### src/rtl/c2_buf_pkg.sv
// ============================================================================
//  c2_buf_pkg : shared definitions for the c2_sn analysis buffer
//  Rev 1.0    : initial release
// ============================================================================
`default_nettype none

package c2_buf_pkg;

  localparam int N      = 32;   // sample width, Q16.16
  localparam int Q      = 16;   // fractional bits
  localparam int DEPTH  = 320;  // buffer depth (M_PITCH)
  localparam int N_SAMP = 80;   // samples written per frame by the loader
  localparam int AW     = 10;   // buffer address width

  typedef enum logic [2:0] {
    ST_IDLE     = 3'd0,
    ST_SET_ADDR = 3'd1,
    ST_WAIT     = 3'd2,
    ST_CAPTURE  = 3'd3,
    ST_PRESENT  = 3'd4,
    ST_INCR     = 3'd5,
    ST_DONE     = 3'd6
  } rd_state_e;

  // Both operands are below depth, so one conditional subtract wraps the sum.
  function automatic logic [AW-1:0] addr_wrap(input logic [AW-1:0] base,
                                              input logic [AW-1:0] offset,
                                              input logic [AW:0]   depth);
    logic [AW:0] sum;
    sum = {1'b0, base} + {1'b0, offset};
    return (sum >= depth) ? AW'(sum - depth) : sum[AW-1:0];
  endfunction

endpackage

`default_nettype wire

### src/rtl/sn_frame_reader.sv
// ============================================================================
//  sn_frame_reader : reads LEN samples from the analysis buffer (wrapping at
//                    DEPTH) and streams them out on a valid/ready interface
//  Rev 1.0         : initial release
// ============================================================================
`default_nettype none

module sn_frame_reader #(
  parameter int N      = c2_buf_pkg::N,
  parameter int DEPTH  = c2_buf_pkg::DEPTH,
  parameter int RD_LAT = 3
) (
  input  logic         clk,
  input  logic         rst,
  input  logic         start_read,
  input  logic [9:0]   base_addr,
  input  logic [9:0]   len,
  output logic [9:0]   ram_addr,
  output logic         ram_re,
  output logic         ram_we,
  output logic [N-1:0] ram_wdata,
  input  logic [N-1:0] ram_rdata,
  output logic [N-1:0] sample_out,
  output logic         sample_valid,
  input  logic         sample_ready,
  output logic         sample_last,
  output logic         busy,
  output logic         done_read,
  output logic         err_base
);
  import c2_buf_pkg::*;

  localparam logic [10:0] DEPTH_W   = 11'(DEPTH);
  localparam logic [2:0]  WAIT_LAST = 3'((RD_LAT >= 2) ? RD_LAT - 2 : 0);

  rd_state_e      state_q, state_d;
  logic [9:0]     base_q, base_d;
  logic [9:0]     len_q, len_d;
  logic [9:0]     cnt_q, cnt_d;
  logic [2:0]     wait_q, wait_d;
  logic [9:0]     ram_addr_q, ram_addr_d;
  logic           ram_re_q;
  logic [N-1:0]   sample_q, sample_d;
  logic           valid_q, last_q, busy_q, done_q;
  logic           err_q, err_d;
  logic [9:0]     len_clamped;

  assign len_clamped = ({1'b0, len} > DEPTH_W) ? DEPTH_W[9:0] : len;

  always_comb begin
    state_d = state_q;
    base_d  = base_q;
    len_d   = len_q;
    cnt_d   = cnt_q;
    wait_d  = wait_q;
    err_d   = 1'b0;
    unique case (state_q)
      ST_IDLE, ST_DONE: begin
        if (start_read) begin
          if ({1'b0, base_addr} >= DEPTH_W) begin
            err_d = 1'b1;
          end else begin
            base_d  = base_addr;
            len_d   = len_clamped;
            cnt_d   = '0;
            state_d = (len_clamped == '0) ? ST_DONE : ST_SET_ADDR;
          end
        end
      end
      ST_SET_ADDR: begin
        wait_d  = '0;
        state_d = (RD_LAT > 1) ? ST_WAIT : ST_CAPTURE;
      end
      ST_WAIT: begin
        if (wait_q == WAIT_LAST) state_d = ST_CAPTURE;
        else                     wait_d  = wait_q + 3'd1;
      end
      ST_CAPTURE: state_d = ST_PRESENT;
      ST_PRESENT: if (sample_ready) state_d = ST_INCR;
      ST_INCR: begin
        cnt_d   = cnt_q + 10'd1;
        state_d = ({1'b0, cnt_q} + 11'd1 < {1'b0, len_q}) ? ST_SET_ADDR : ST_DONE;
      end
      default: state_d = ST_IDLE;
    endcase
  end

  // Address is loaded on entry to SET_ADDR and held until the next sample.
  always_comb begin
    ram_addr_d = ram_addr_q;
    if (state_d == ST_SET_ADDR) ram_addr_d = addr_wrap(base_d, cnt_d, DEPTH_W);
    sample_d = (state_q == ST_CAPTURE) ? ram_rdata : sample_q;
  end

  always_ff @(posedge clk or negedge rst) begin
    if (!rst) begin
      state_q    <= ST_IDLE;
      base_q     <= '0;
      len_q      <= '0;
      cnt_q      <= '0;
      wait_q     <= '0;
      ram_addr_q <= '0;
      ram_re_q   <= 1'b0;
      sample_q   <= '0;
      valid_q    <= 1'b0;
      last_q     <= 1'b0;
      busy_q     <= 1'b0;
      done_q     <= 1'b0;
      err_q      <= 1'b0;
    end else begin
      state_q    <= state_d;
      base_q     <= base_d;
      len_q      <= len_d;
      cnt_q      <= cnt_d;
      wait_q     <= wait_d;
      ram_addr_q <= ram_addr_d;
      ram_re_q   <= (state_d == ST_SET_ADDR) || (state_d == ST_WAIT) ||
                    (state_d == ST_CAPTURE);
      sample_q   <= sample_d;
      valid_q    <= (state_d == ST_PRESENT);
      last_q     <= (state_d == ST_PRESENT) && (cnt_d == len_d - 10'd1);
      busy_q     <= (state_d != ST_IDLE) && (state_d != ST_DONE);
      done_q     <= (state_d == ST_DONE);
      err_q      <= err_d;
    end
  end

  assign ram_addr     = ram_addr_q;
  assign ram_re       = ram_re_q;
  assign ram_we       = 1'b0;
  assign ram_wdata    = '0;
  assign sample_out   = sample_q;
  assign sample_valid = valid_q;
  assign sample_last  = last_q;
  assign busy         = busy_q;
  assign done_read    = done_q;
  assign err_base     = err_q;

endmodule

`default_nettype wire

### config.mk
export PLATFORM = sky130hd
export DESIGN_NAME = sn_frame_reader
export DESIGN_NICKNAME = d
export VERILOG_FILES = /design/src/rtl/c2_buf_pkg.sv /design/src/rtl/sn_frame_reader.sv
export SDC_FILE = /design/constraint.sdc
export NUM_CORES = 1
export LEC_CHECK = 0
export CAP_MARGIN = 20
export CORE_ASPECT_RATIO = 0.9
export CORE_MARGIN = 1.5
export CORE_UTILIZATION = 49
export DETAILED_ROUTE_END_ITERATION = 8
export PLACE_DENSITY = 0.81
export SETUP_SLACK_MARGIN = 0.2
export SYNTH_ARGS = -nofsm -noshare
export SYNTH_HDL_FRONTEND = slang
export SYNTH_SLANG_ARGS = --single-unit
### constraint.sdc
create_clock -name clk -period 6.16 [get_ports clk]
set_clock_uncertainty 0.15 [all_clocks]
set_input_delay 1.232 -clock clk [delete_from_list [all_inputs] [get_ports clk]]
set_output_delay 1.232 -clock clk [all_outputs]
set_load 0.01 [all_outputs]
==> results_dict.tcl <==
set metrics [dict create \
    status "finished clean" \
    path_max_fanout 22 \
    synth_area_sq_mm 0.005047 \
    cts.sinks 84 \
    routed_wl_mm 12.12 \
    period_share_pct 91.10 \
    ys.flop_type "dfrtp_1" \
    arrival_ns 5.72 \
    finalCriticalPeriod_ns 5.612 \
    num_vias 4069 \
    diodes 0 \
    grt_pass1_vias 4214 \
    finalMaxSlewViolations 0 \
    placed_area_sq_mm 0.006080 \
    worst-setup-path-type "in -> reg" \
    worst-slew-pin-transition_ns 0.6153 \
    h-tree-depth 3 \
    use_met1_pct 31.18 \
    leakage_nw 2.900 \
    synth_top_cell_by_area "dfrtp_1" \
    swShare_pct 40.04 \
    synth_cell_types 72 \
    p_per_area_mw_per_mm2 497.0 \
    port_buffers 103 \
    max_cap_viol_count 0 \
    grt_busiest_layer "met2" \
    gp_congestion 0.9215 \
    ys_warn_count 0 \
    synth_edf_count 0 \
    whs_path_depth 2 \
    drive_gt1_share_pct 12.08 \
    synth-seq-area-share_pct 41.65 \
    cts_buffers 9 \
    use_met2_pct 38.56 \
    cts_resized 0 \
    r2r_cells 15 \
    end_kind "register" \
    hold_buffers 0 \
    path_clk_slew_ns 0.07 \
    ys_seq_elements 84 \
    rsz0062_at_grt "no" \
    drt_iter0_markers 180 \
    hold_violations 0 \
    clk_latency_ns 0.34 \
    row_count 34 \
    post_drt_wl_per_cell_microns 16.22 \
    r2r_end "ram_addr[7]$_DFFE_PN0P_" \
    max_freq_mhz 178.2 \
    syn_avg_cell_area_sq_um 9.877 \
    start_util_pct 51.36 \
    crit_buf_inv 2 \
    nets 698 \
    crit_required_ns 6.27 \
    holdPathEnd "base_q[5]$_DFF_PN0_" \
    cts_tree "done" \
    clockBufferDepth 2 \
    p_clk_share_pct 16.7 \
    routed_via_density 5.447 \
    cp-start-kind "primary input" \
    max_stage_delay_ns 0.67 \
    whs_ns 0.3300 \
    boundaryPins 137 \
    root_buffer "clkbuf_16" \
    rrSetupSlack_ns 1.39 \
    antenna_found_initial 0 \
    p_int_mw 1.906 \
    crit_slowest_cell "or4_4" \
    place_hpwl_mm 9.014 \
    post_cts_buffers 0 \
    ant_nets 0 \
    die_h_microns 99.29 \
    max_slew_margin_pct 58.85 \
    async_flop_share_pct 100.0 \
    setup-violations-final 0 \
    min_from "base_q[5]$_DFF_PN0_" \
    tns_ns 0 \
    fin_area_sq_mm 0.006396 \
    grt_pass1_wl_mm 20.12 \
    firstDrtPassIters 4 \
    overflow 0 \
    switchingPower_mw 1.273 \
    seqPwrFrac_pct 30.0 \
    synth_commonest_cells "84 x dfrtp_1, 50 x nand2_1, 37 x mux2_2" \
    critPathLaunch "base_addr[7]" \
    worstHoldPathType "reg -> reg" \
    worstPathCellList "clkdlybuf4s50_1, o21a_4, or4_4, mux2i_1, inv_1, ha_1, a211oi_1, o21ai_0, a31oi_1, xor2_1, ha_1, nand4b_1, or4_1, a21oi_1, o21ai_0, a2bb2oi_1" \
    irDropWorstVdd_mv 0.2514 \
    r2r-start "state_q[0]$_DFF_PN0_" \
    coreArea_sq_mm 0.009827 \
    use_met3_pct 5.570 \
    totalPowerFinal_mw 3.179 \
    die_area_sq_mm 0.01092 \
    synth_most_common_cell "dfrtp_1" \
    power_frac_comb_pct 53.3 \
    drc 0 \
    grtUsageTotal_pct 23.53 \
    synthCells 511 \
    yosysTopAreaCellShare_pct 41.65 \
    ys_top_cells_by_area "dfrtp_1 42%, mux2_2 8.3%, ha_1 6.2%, buf_4 5.1%, nand2_1 3.7%" \
    syn2layout_area_growth_pct 26.72 \
    grt_max_degree 85 \
    cp_top_family "compound AO/OA/AOI/OAI gates" \
    dieWidth_microns 110.0 \
]
[registers in the layout, indices dropped and copies added (netlist names)]
name          flops
base_q           10
busy              1
cnt_q            10
done_read         1
err_base          1
len_q            10
ram_addr         10
ram_re            1
sample_last       1
sample_out       32
sample_valid      1
state_q           3
wait_q            3
[tightest hold or removal path: cells and delay by family (launching register included)]
family | cells | cell delay [ns]
flip-flops | 1 | 0.33
AND/OR/NAND/NOR | 2 | 0.11
[per-layer routing]
layer	share of wire (%)	up-vias
li1	-	1943
met1	44	1973
met2	48	136
met3	5.6	17
met4	1.8	0
met5	0	-
[kinds of logic after synthesis]
kind of cell	share of synthesized area (%)
XOR/XNOR	5.280
AO/OA/AOI/OAI	13.59
flip-flops	41.65
multiplexers	9.048
buffers and inverters	8.949
adder cells (fa/ha/maj)	6.594
other	0.07430
AND/OR/NAND/NOR	14.82
[per-stage QoR]
| stage | std cells | setup WS [ns] | utilization, % |
|---|---|---|---|
| finish | 747 | 0.5480 | 65.09 |
| global route | 747 | 0.2170 | 65.09 |
| CTS | 746 | 0.5557 | 64.81 |
| detailed placement | 730 | 0.2274 | 61.87 |
| global placement | 730 | 0.3773 | 61.87 |
| floorplan | 543 | 0.9260 | - |
[cell usage in the layout (no fill, tap or decap), types with 3 or more instances in the layout]
master           synthesis  routed
nor2b_1                  4       4
a21o_1                   5       5
o21a_1                   4       4
nand4_1                  7       7
nand4b_1                 3       3
o31ai_1                  3       3
nor2_1                  32      32
o21bai_1                 4       4
nand2_1                 50      50
xnor2_1                 13      13
a21oi_1                 19      19
or3_1                    4       4
o41ai_1                  3       3
o21ai_1                  7       7
dfrtp_1                 84      84
nand3_1                 12      12
xor2_1                  13      13
inv_6                    0       3
clkbuf_16                0       9
or4_1                    4       4
inv_1                   31      31
buf_4                   34       7
o21ai_0                 22      22
nor3_1                  14      14
conb_1                   1      33
clkdlybuf4s50_1          0     102
ha_1                    25      25
mux2i_1                  4       4
mux2_2                  37      37
a211oi_1                 5       5
and2_1                   3       3
[power by group through the flow]
| stage | combinational, mW | clock, mW | sequential (mW) |
|---|---|---|---|
| final | 1.69 | 0.530 | 0.955 |
| after global routing | 1.86 | 0.566 | 0.985 |
| after CTS | 1.69 | 0.542 | 0.953 |
| after detailed placement | 1.67 | 0 | 0.957 |
| after global placement | 1.61 | 0 | 0.941 |
| after floorplan | 1.04 | 0 | 0.985 |
[final cells by class]
class / instances / area, sq um
Clock inverter: 7 / 63.81
Clock buffer: 9 / 225.2
Tap cell: 126 / 157.7
Fill cell: 772 / 3431
Timing Repair Buffer: 110 / 1101
Sequential cell: 84 / 2102
Multi-Input combinational cell: 378 / 2623
Inverter: 33 / 123.9
[worst max-delay path by stage]
stage | endpoint | cells after the start
finish | ram_addr[7]$_DFFE_PN0P_ | 16
global route | ram_addr[7]$_DFFE_PN0P_ | 16
CTS | ram_addr[7]$_DFFE_PN0P_ | 16
detailed placement | ram_addr[7]$_DFFE_PN0P_ | 16
global placement | ram_addr[8]$_DFFE_PN0P_ | 16
floorplan | ram_addr[8]$_DFFE_PN0P_ | 17
Note: power is estimated with default switching activity, not from simulation.
